File: src/rtl/bk_pkg.sv
// Shared types and helpers for the backup-RAM sector sequencer.
package bk_pkg;

  typedef enum logic [1:0] {
    StIdle,
    StReq,
    StWack,
    StWdone
  } bk_state_e;

  localparam int unsigned SECTOR_BYTES = 512;
  localparam int unsigned SectorShift  = $clog2(SECTOR_BYTES);

  // Sectors needed to hold an image of `size` bytes, rounded up and clamped to [1, 2^sec_w].
  function automatic logic [63:0] sec_count(input logic [63:0] size, input int unsigned sec_w);
    logic [63:0] cnt;
    logic [63:0] max_cnt;
    cnt     = (size >> SectorShift) + 64'(|(size & 64'(SECTOR_BYTES - 1)));
    max_cnt = 64'd1 << sec_w;
    if (cnt == '0) begin
      cnt = 64'd1;
    end else if (cnt > max_cnt) begin
      cnt = max_cnt;
    end
    return cnt;
  endfunction

endpackage

File: src/rtl/bk_sector_seq.sv
// Backup-RAM sector sequencer: streams the NVRAM image between backup RAM and the mounted
// save file, one 512-byte sector per sd_rd/sd_wr handshake with hps_io.
// Optional autosave-on-OSD-open is enabled by defining BK_AUTOSAVE_EN.
module bk_sector_seq
  import bk_pkg::*;
#(
  parameter int unsigned SEC_W = 6,
  parameter int unsigned LBA_W = 32
) (
  input  logic             clk_sys,
  input  logic             reset,
  input  logic             bk_ena,
  input  logic [63:0]      img_size,
  input  logic             dl_end,
  input  logic             load_req,
  input  logic             save_req,
  input  logic             sd_ack,
  input  logic             nvram_we,
  input  logic             osd_status,
  output logic [LBA_W-1:0] sd_lba,
  output logic             sd_rd,
  output logic             sd_wr,
  output logic             bk_loading,
  output logic             bk_state,
  output logic [SEC_W-1:0] sec_addr
);

  localparam int unsigned CntW = SEC_W + 1;

  bk_state_e        state_q;
  logic             load_q;
  logic [SEC_W-1:0] lba_q;
  logic [SEC_W-1:0] last_q;
  logic             sd_rd_q;
  logic             sd_wr_q;
  logic             bk_loading_q;
  logic             bk_state_q;
  logic             load_lvl_q;
  logic             save_lvl_q;
  logic             ack_q;

  logic             load_lvl;
  logic             save_lvl;
  logic             load_trig;
  logic             save_trig;
  logic             ack_rise;
  logic             ack_fall;
  logic [CntW-1:0]  ld_cnt;
  logic [SEC_W-1:0] ld_last;

`ifdef BK_AUTOSAVE_EN
  logic dirty_q;
  logic osd_q;
`else
  // Autosave inputs have no function in this build.
  logic unused_autosave;
  assign unused_autosave = osd_status ^ nvram_we;
`endif

  // Trigger and handshake edge decode against the registered copies.
  always_comb begin
    load_lvl  = load_req & bk_ena;
    save_lvl  = save_req & bk_ena;
    load_trig = (load_lvl & ~load_lvl_q) | (dl_end & bk_ena & (img_size != '0));
    save_trig = save_lvl & ~save_lvl_q;
`ifdef BK_AUTOSAVE_EN
    save_trig = save_trig | (osd_status & ~osd_q & dirty_q & bk_ena);
`endif
    ack_rise  = sd_ack & ~ack_q;
    ack_fall  = ~sd_ack & ack_q;
    ld_cnt    = CntW'(sec_count(img_size, SEC_W));
    ld_last   = SEC_W'(ld_cnt - CntW'(1));
  end

  // Sequencer FSM with registered request, status and edge-history outputs.
  always_ff @(posedge clk_sys) begin
    if (reset) begin
      state_q      <= StIdle;
      load_q       <= 1'b0;
      lba_q        <= '0;
      last_q       <= '0;
      sd_rd_q      <= 1'b0;
      sd_wr_q      <= 1'b0;
      bk_loading_q <= 1'b0;
      bk_state_q   <= 1'b0;
      load_lvl_q   <= 1'b0;
      save_lvl_q   <= 1'b0;
      ack_q        <= 1'b0;
`ifdef BK_AUTOSAVE_EN
      dirty_q      <= 1'b0;
      osd_q        <= 1'b0;
`endif
    end else begin
      // History always tracks, so edges seen while busy are consumed rather than queued.
      load_lvl_q <= load_lvl;
      save_lvl_q <= save_lvl;
      ack_q      <= sd_ack;
`ifdef BK_AUTOSAVE_EN
      osd_q      <= osd_status;
`endif
      unique case (state_q)
        StIdle: begin
          if (load_trig) begin
            state_q      <= StReq;
            load_q       <= 1'b1;
            lba_q        <= '0;
            last_q       <= ld_last;
            bk_state_q   <= 1'b1;
            bk_loading_q <= 1'b1;
          end else if (save_trig) begin
            state_q      <= StReq;
            load_q       <= 1'b0;
            lba_q        <= '0;
            last_q       <= '1;
            bk_state_q   <= 1'b1;
            bk_loading_q <= 1'b0;
          end
        end
        StReq: begin
          sd_rd_q <= load_q;
          sd_wr_q <= ~load_q;
          state_q <= StWack;
        end
        StWack: begin
          // A stale high ack at trigger time is not a rise; wait for a fresh one.
          if (ack_rise) begin
            sd_rd_q <= 1'b0;
            sd_wr_q <= 1'b0;
            state_q <= StWdone;
          end
        end
        StWdone: begin
          if (ack_fall) begin
            if (lba_q == last_q) begin
              state_q      <= StIdle;
              bk_state_q   <= 1'b0;
              bk_loading_q <= 1'b0;
`ifdef BK_AUTOSAVE_EN
              // Image and RAM agree after either direction completes.
              dirty_q      <= 1'b0;
`endif
            end else begin
              lba_q   <= lba_q + SEC_W'(1);
              sd_rd_q <= load_q;
              sd_wr_q <= ~load_q;
              state_q <= StWack;
            end
          end
        end
        default: state_q <= StIdle;
      endcase
`ifdef BK_AUTOSAVE_EN
      // Core writes are ignored during a load: those are the loader filling RAM.
      if (nvram_we && !bk_loading_q) begin
        dirty_q <= 1'b1;
      end
`endif
    end
  end

  assign sd_lba     = LBA_W'(lba_q);
  assign sec_addr   = lba_q;
  assign sd_rd      = sd_rd_q;
  assign sd_wr      = sd_wr_q;
  assign bk_loading = bk_loading_q;
  assign bk_state   = bk_state_q;

endmodule

File: config.mk
export PLATFORM = sky130hd
export DESIGN_NAME = bk_sector_seq
export DESIGN_NICKNAME = d
export VERILOG_FILES = /design/src/rtl/bk_pkg.sv /design/src/rtl/bk_sector_seq.sv
export SDC_FILE = /design/constraint.sdc
export NUM_CORES = 1
export LEC_CHECK = 0
export ABC_AREA = 0
export BUFFER_PORTS_ARGS = -buffer_cell sky130_fd_sc_hd__buf_4
export CAP_MARGIN = 20
export CELL_PAD_IN_SITES_DETAIL_PLACEMENT = 2
export CELL_PAD_IN_SITES_GLOBAL_PLACEMENT = 2
export CORE_UTILIZATION = 27
export DETAILED_ROUTE_END_ITERATION = 10
export MAX_ROUTING_LAYER = met4
export PLACE_DENSITY = 0.81
export SKIP_LAST_GASP = 1
export SLEW_MARGIN = 40
export SYNTH_ARGS = -nofsm -noshare
export SYNTH_HDL_FRONTEND = slang
export SYNTH_SLANG_ARGS = --single-unit
File: constraint.sdc
create_clock -name clk_sys -period 5.45 [get_ports clk_sys]
set_input_delay 0.2725 -clock clk_sys [delete_from_list [all_inputs] [get_ports clk_sys]]
set_output_delay 0.2725 -clock clk_sys [all_outputs]
set_load 0.02 [all_outputs]
Word level (Yosys, flattened, before mapping):

Index checks and enable logic that the tools add are counted.

* output and inout port bits: 42
* bits in registers: 22
* logic and storage cells: 80
* bits of input ports: 73

* multiplexer cells: 30
* $add $sub $neg: 3
* equality and inequality tests: 9
* bitwise logic cells: 14
* reductions and logical operators: 12
* order comparisons: 1

Operator list (count)
* $logic_not 64->1: 1
* $reduce_bool 64->1: 1
* $add 55x1->56: 1
* $gt 56x7->1 const B: 1
* $mux 6: 8
* $pmux 6 s2: 1
* $reduce_and 4->1: 3
* $mux 1: 11
* $mux 2: 5
* $reduce_or 9->1: 1
* $and 1x1->1: 8
* $ne 2x2->1 const B: 4
* $pmux 2 s4: 1
* $add 6x1->6 const B: 1
* $eq 6x6->1: 1
* $pmux 1 s3: 2
* $sub 6x1->6 const B: 1
* $not 1->1: 5
* $eq 2x2->1 const B: 2
* $pmux 1 s2: 2
* $reduce_bool 2->1: 2
* $ne 3x3->1 const B: 1
* $reduce_and 3->1: 1
* $reduce_bool 3->1: 1
* 4 further kinds: 4

Depth between registers and ports, before layout:

* word-level depth: 7
* mapped depth: 20
* depth with buffers taken out: 18

Worst setup path before layout:

OpenSTA, ideal clock, no wires.

* path kind: input -> register
* start point: in img_size[2]
* end point: reg last_q[4]
* arrival: 4.140 ns
* cell stages on the path: 18
* slack: 1.224 ns
* data required time: 5.364 ns
* library setup time: 0.086 ns
* buffers on the path: 2
* cell sequence: nor4_1 -> nand3_1 -> ha_1 -> ha_1 -> buf_4 -> and4_1 -> buf_2 -> nand2_1 -> xor2_1 -> or4_1 -> a2111oi_0 -> nand3_1 -> ha_1 -> o31ai_1 -> a21oi_1 -> o211ai_1 -> o22ai_1 -> a211oi_1

* word-level cells in the longest chain between the ends: 7
* elaborated cells on any way between the ends: 13
* those cells by class: add/sub: 2; order compare: 1; mux: 3; bitwise: 2; reduce/logical: 5

Ends and longest elaborated chain
* start: declaration: line bk_sector_seq.sv:13 `input logic [63:0] img_size,`
* $reduce_or 9->1: line bk_pkg.sv:18 `cnt = (size >> SectorShift) + 64'(|(size & 64'(SECTOR_BYTES - 1)));`
* $add 55x1->56: line bk_pkg.sv:18
* $gt 56x7->1: line bk_pkg.sv:22 `end else if (cnt > max_cnt) begin`
* $mux 6: line bk_pkg.sv:22
* $mux 6: line bk_pkg.sv:20 `if (cnt == '0) begin`
* $sub 6x1->6: line bk_sector_seq.sv:72 `ld_last = SEC_W'(ld_cnt - CntW'(1));`
* $mux 6: line bk_sector_seq.sv:103 `if (load_trig) begin`
* end signal: assignment: line bk_sector_seq.sv:107 `last_q <= ld_last;`
* end: declaration: line bk_sector_seq.sv:33 `logic [SEC_W-1:0] last_q;`

Parallel ways exist; a longest one is shown, timed or not.
A chain may end at the register's enable or synchronous reset.

Worst setup path after layout:

Ends and elaborated chain as after synthesis.

==> results.txt <==
Routed signal wires occupy layers up through met4. Gates resized during post-CTS repair numbered 0. The remaining number of nets flagged by the antenna check after routing came out at 0.

At the end of routability-driven placement, the weighted congestion stood at 0.892. The count of hold buffers inserted by post-cts repair is 0. The synthesized cell area is 0.00310 sq mm.

For the final routed database, the setup TNS stands at 0 ns. The highest achievable clock rate came out at 219 MHz. For this run, the leading register cell type out of synthesis is sky130_fd_sc_hd__dfxtp_1. The largest total area in the synthesized netlist belongs to sky130_fd_sc_hd__dfxtp_1. The die boundary width came out at 109 microns. The count of final hold-check violations came out at 0.

The per-instance average area after synthesis came out at 7.01 sq um. IR analysis of the VDD net gives a maximum drop of 0.126 mV. The floorplan has 38 rows. TritonCTS built the clock tree. The leakage component of the power is 0.00144 uW. The overall routing resource usage is 21.1%. The data arrival time at the worst-slack endpoint is 4.74 ns. The sum of net half-perimeters after detailed placement is 9.88 mm.

The number of max-slew violations in the final report came out at 0. In the detailed route, the total length drawn on met3 is 444 microns. The fraction of the core area covered by cells at the end of the flow is 34.6%. The insertion delay to the later sink of the worst-skew pair is 0.26 ns. The required time of the critical path came out at 5.63 ns. The clock tree buffer depth is 2. Summed over all layers, the routed wires come to 12.2 mm.

The root buffer cell chosen for the clock tree is sky130_fd_sc_hd__clkbuf_16. For the final database, setup skew stands at 0.00359 ns. The power density of the placed cells is 215 mW/mm^2. The first-iteration detailed-routing DRC count came out at 101. The H-tree level count is 1. Counting flops and latches in the post-synthesis netlist gives 22. The met1 wire length is 5.44 mm. The worst-case reg-to-reg path depth is 8. After detailed routing, the average wire length per cell comes to 18.8 microns. The critical path in this run is classified as primary input to flop. The run finished with clean final reports. The number of filler cells placed in the layout is 1354. After detailed routing, the number of remaining DRC violations is 0. The maximum number of pins on one net before global-route repair came out at 19.

The aggregate global routing overflow is 0. The share of the synthesized area in the top cell type came out at 14.2%. 0 antenna diodes ended up in the layout.

The headroom to the max-slew limit is 53.4%. The count of buffers inserted at the top-level ports came out at 86. The count of buffers added by post-CTS timing repair for setup came out at 0.

The clock period minus worst slack came out at 4.56 ns. The area added between synthesis and finish came out at 23.0%. The number of placed I/O pins is 115. The path class of the tightest hold or removal check is primary input to flop. The maximum net fanout on the critical path came out at 10. The share of async-settable or async-resettable flops after synthesis came out at 0%. Synthesis produced 442 cells.

After detailed routing, the met2 layer carries 6.20 mm of wire. STA classifies the critical path endpoint as a flop. Clock tree synthesis found a total of 22 sinks. Yosys printed 0 warnings. The via-per-instance ratio came out at 5.64. The post-route clock period utilization is 83.7%. The detailed-routing iteration count for the pre-antenna-repair pass is 4. The slew at the pin with the worst max-slew slack is 0.693 ns. The die outline height came out at 109 microns. Clock-pin slew was measured on the worst setup and hold paths at 0.06 ns. Yosys attributes the largest share of cell area to sky130_fd_sc_hd__dfxtp_1 14%, sky130_fd_sc_hd__buf_4 8.2%, sky130_fd_sc_hd__nor4_1 5.3%. The final layout net count is 590.

The count of final setup violators is 0. The area inside the core boundary came out at 0.0110 sq mm. The number of antenna violations at the first check in global routing is 0. The starting utilization of the core area is 28.1%. The worst setup path is launched from a primary input. Sequential elements use 14.2% of the synthesized area. In the final layout, the share of cells above drive strength 1 is 20.7%. The first global-routing pass estimated 19.3 mm of wire. The die area came out at 0.0119 sq mm. Across the run, the number of max-cap violations was 0. The detailed router placed 3656 vias in this run. In this run, distinct cell masters in the synthesized netlist total 58. Across all register-to-register paths, the minimum setup slack is 3.36 ns. Setup repair after global routing left no endpoint under its margin. The worst hold path stage count came out at 2. The clock buffer count from CTS is 3. The number of enable-type register cells in the synthesized netlist is 0. The via count of the first global-routing pass came out at 3765.
state kept, by name, indices dropped and copies added (netlist names):
| signal | cells |
|---|---|
| save_lvl_q | 1 |
| bk_state | 1 |
| bk_loading | 1 |
| state_q | 2 |
| ack_q | 1 |
| sd_wr | 1 |
| sec_addr | 6 |
| sd_rd | 1 |
| last_q | 6 |
| load_q | 1 |
| load_lvl_q | 1 |
per-layer routing:
layer / track usage [%] / vias up
li1: - / 1758
met1: 26.6 / 1804
met2: 38.0 / 88
met3: 1.79 / 6
met4: 1.54 / 0
met5: - / -
cells in the mapped netlist (all sizes together), types with 2 or more instances:
cell and number:
nor2 30, a31oi 7, nand4 24, or3 7
o221ai 2, a311oi 2, nor4 27, xor2 16
mux2i 6, nand2 40, nand2b 4, o2111ai 3
clkbuf 11, and3b 2, buf 39, or2 6
o22ai 4, inv 11, nand3 23, o21bai 4
and4 10, or4 10, nor2b 3, dfxtp 22
and2 3, and3 12, a21oi 14, ha 8
o211ai 3, o31a 6, a211oi 7, o21ai 9
o31ai 7, o21a 3, nor3 26, or4b 2
xnor2 16
layout make-up:
type | count | area (sq um) | share of cell area (%)
clock buffer | 3 | 75.1 | 1.97
clock inverter | 1 | 30.0 | 0.788
inverter | 11 | 41.3 | 1.08
multi-input combinational | 384 | 2400 | 62.9
sequential | 22 | 440 | 11.6
tap | 140 | 175 | 4.60
timing repair buffer | 87 | 653 | 17.1
metrics by stage:
step / setup slack (ns) / std cells / hold WS [ns] / power (uW) / instance area [sq um]
5_1_grt: 0.398 / 648 / 0.274 / 872 / 3810
3_3_place_gp: 0.818 / 644 / 0.444 / 582 / 3700
6_report: 0.890 / 648 / 0.269 / 821 / 3810
4_1_cts: 0.918 / 648 / 0.278 / 823 / 3800
3_5_place_dp: 0.661 / 644 / 0.453 / 602 / 3700
2_1_floorplan: 1.22 / 467 / 0.420 / 465 / 3190
placed cells by master, fill, tap and decap left out, types with 12 or more instances in the layout:
master and count:
sky130_fd_sc_hd__dfxtp_1 22, sky130_fd_sc_hd__nand3_1 23, sky130_fd_sc_hd__xnor2_1 16, sky130_fd_sc_hd__nand4_1 23
sky130_fd_sc_hd__a21oi_1 14, sky130_fd_sc_hd__and3_1 12, sky130_fd_sc_hd__nor3_1 25, sky130_fd_sc_hd__nand2_1 40
sky130_fd_sc_hd__conb_1 26, sky130_fd_sc_hd__buf_4 87, sky130_fd_sc_hd__xor2_1 16, sky130_fd_sc_hd__nor4_1 26
sky130_fd_sc_hd__nor2_1 30
worst max-delay path, cell delays in order:
cell and delay (ns):
sky130_fd_sc_hd__buf_4 0.11, sky130_fd_sc_hd__nor4_1 0.27, sky130_fd_sc_hd__nand3_1 0.22, sky130_fd_sc_hd__ha_1 0.25, sky130_fd_sc_hd__ha_1 0.30, sky130_fd_sc_hd__and4_1 0.34, sky130_fd_sc_hd__nand2_1 0.34, sky130_fd_sc_hd__xor2_1 0.19
sky130_fd_sc_hd__a31oi_1 0.15, sky130_fd_sc_hd__nor4_1 0.56, sky130_fd_sc_hd__nand2_1 0.16, sky130_fd_sc_hd__nor3_1 0.38, sky130_fd_sc_hd__nand3_1 0.15, sky130_fd_sc_hd__ha_1 0.28, sky130_fd_sc_hd__o31ai_1 0.24, sky130_fd_sc_hd__a21oi_1 0.10
sky130_fd_sc_hd__o211ai_1 0.09, sky130_fd_sc_hd__o22ai_1 0.11, sky130_fd_sc_hd__a211oi_1 0.22
kinds of logic after synthesis:
kind of cell / count (synthesis) / synth area share (%)
adders and majority gates: 8 / 3.23
buffers and inverters: 61 / 11.7
xor gates and xnor gates: 32 / 9.05
muxes: 6 / 1.94
AOI/OAI and AO/OA: 80 / 17.9
DFF: 22 / 14.2
and+or+nand+nor: 232 / 41.9
other: 1 / 0.121
final timing paths:
kind | endpoint | start
worst max-delay path | last_q[4]$_SDFFE_PP0P_ | img_size[2]
worst min-delay path | save_lvl_q$_SDFF_PP0_ | save_req
worst max register to register | sec_addr[5]$_SDFFE_PP0P_ | sec_addr[2]$_SDFFE_PP0P_
worst min register to register | sd_wr$_SDFFE_PP0P_ | sd_wr$_SDFFE_PP0P_
power by group:
part | total, uW | internal (uW) | switching (uW)
clock | 208 | 146 | 61.7
combinational | 393 | 152 | 241
sequential | 220 | 194 | 26.4
Power figures use the tool's default switching activity.
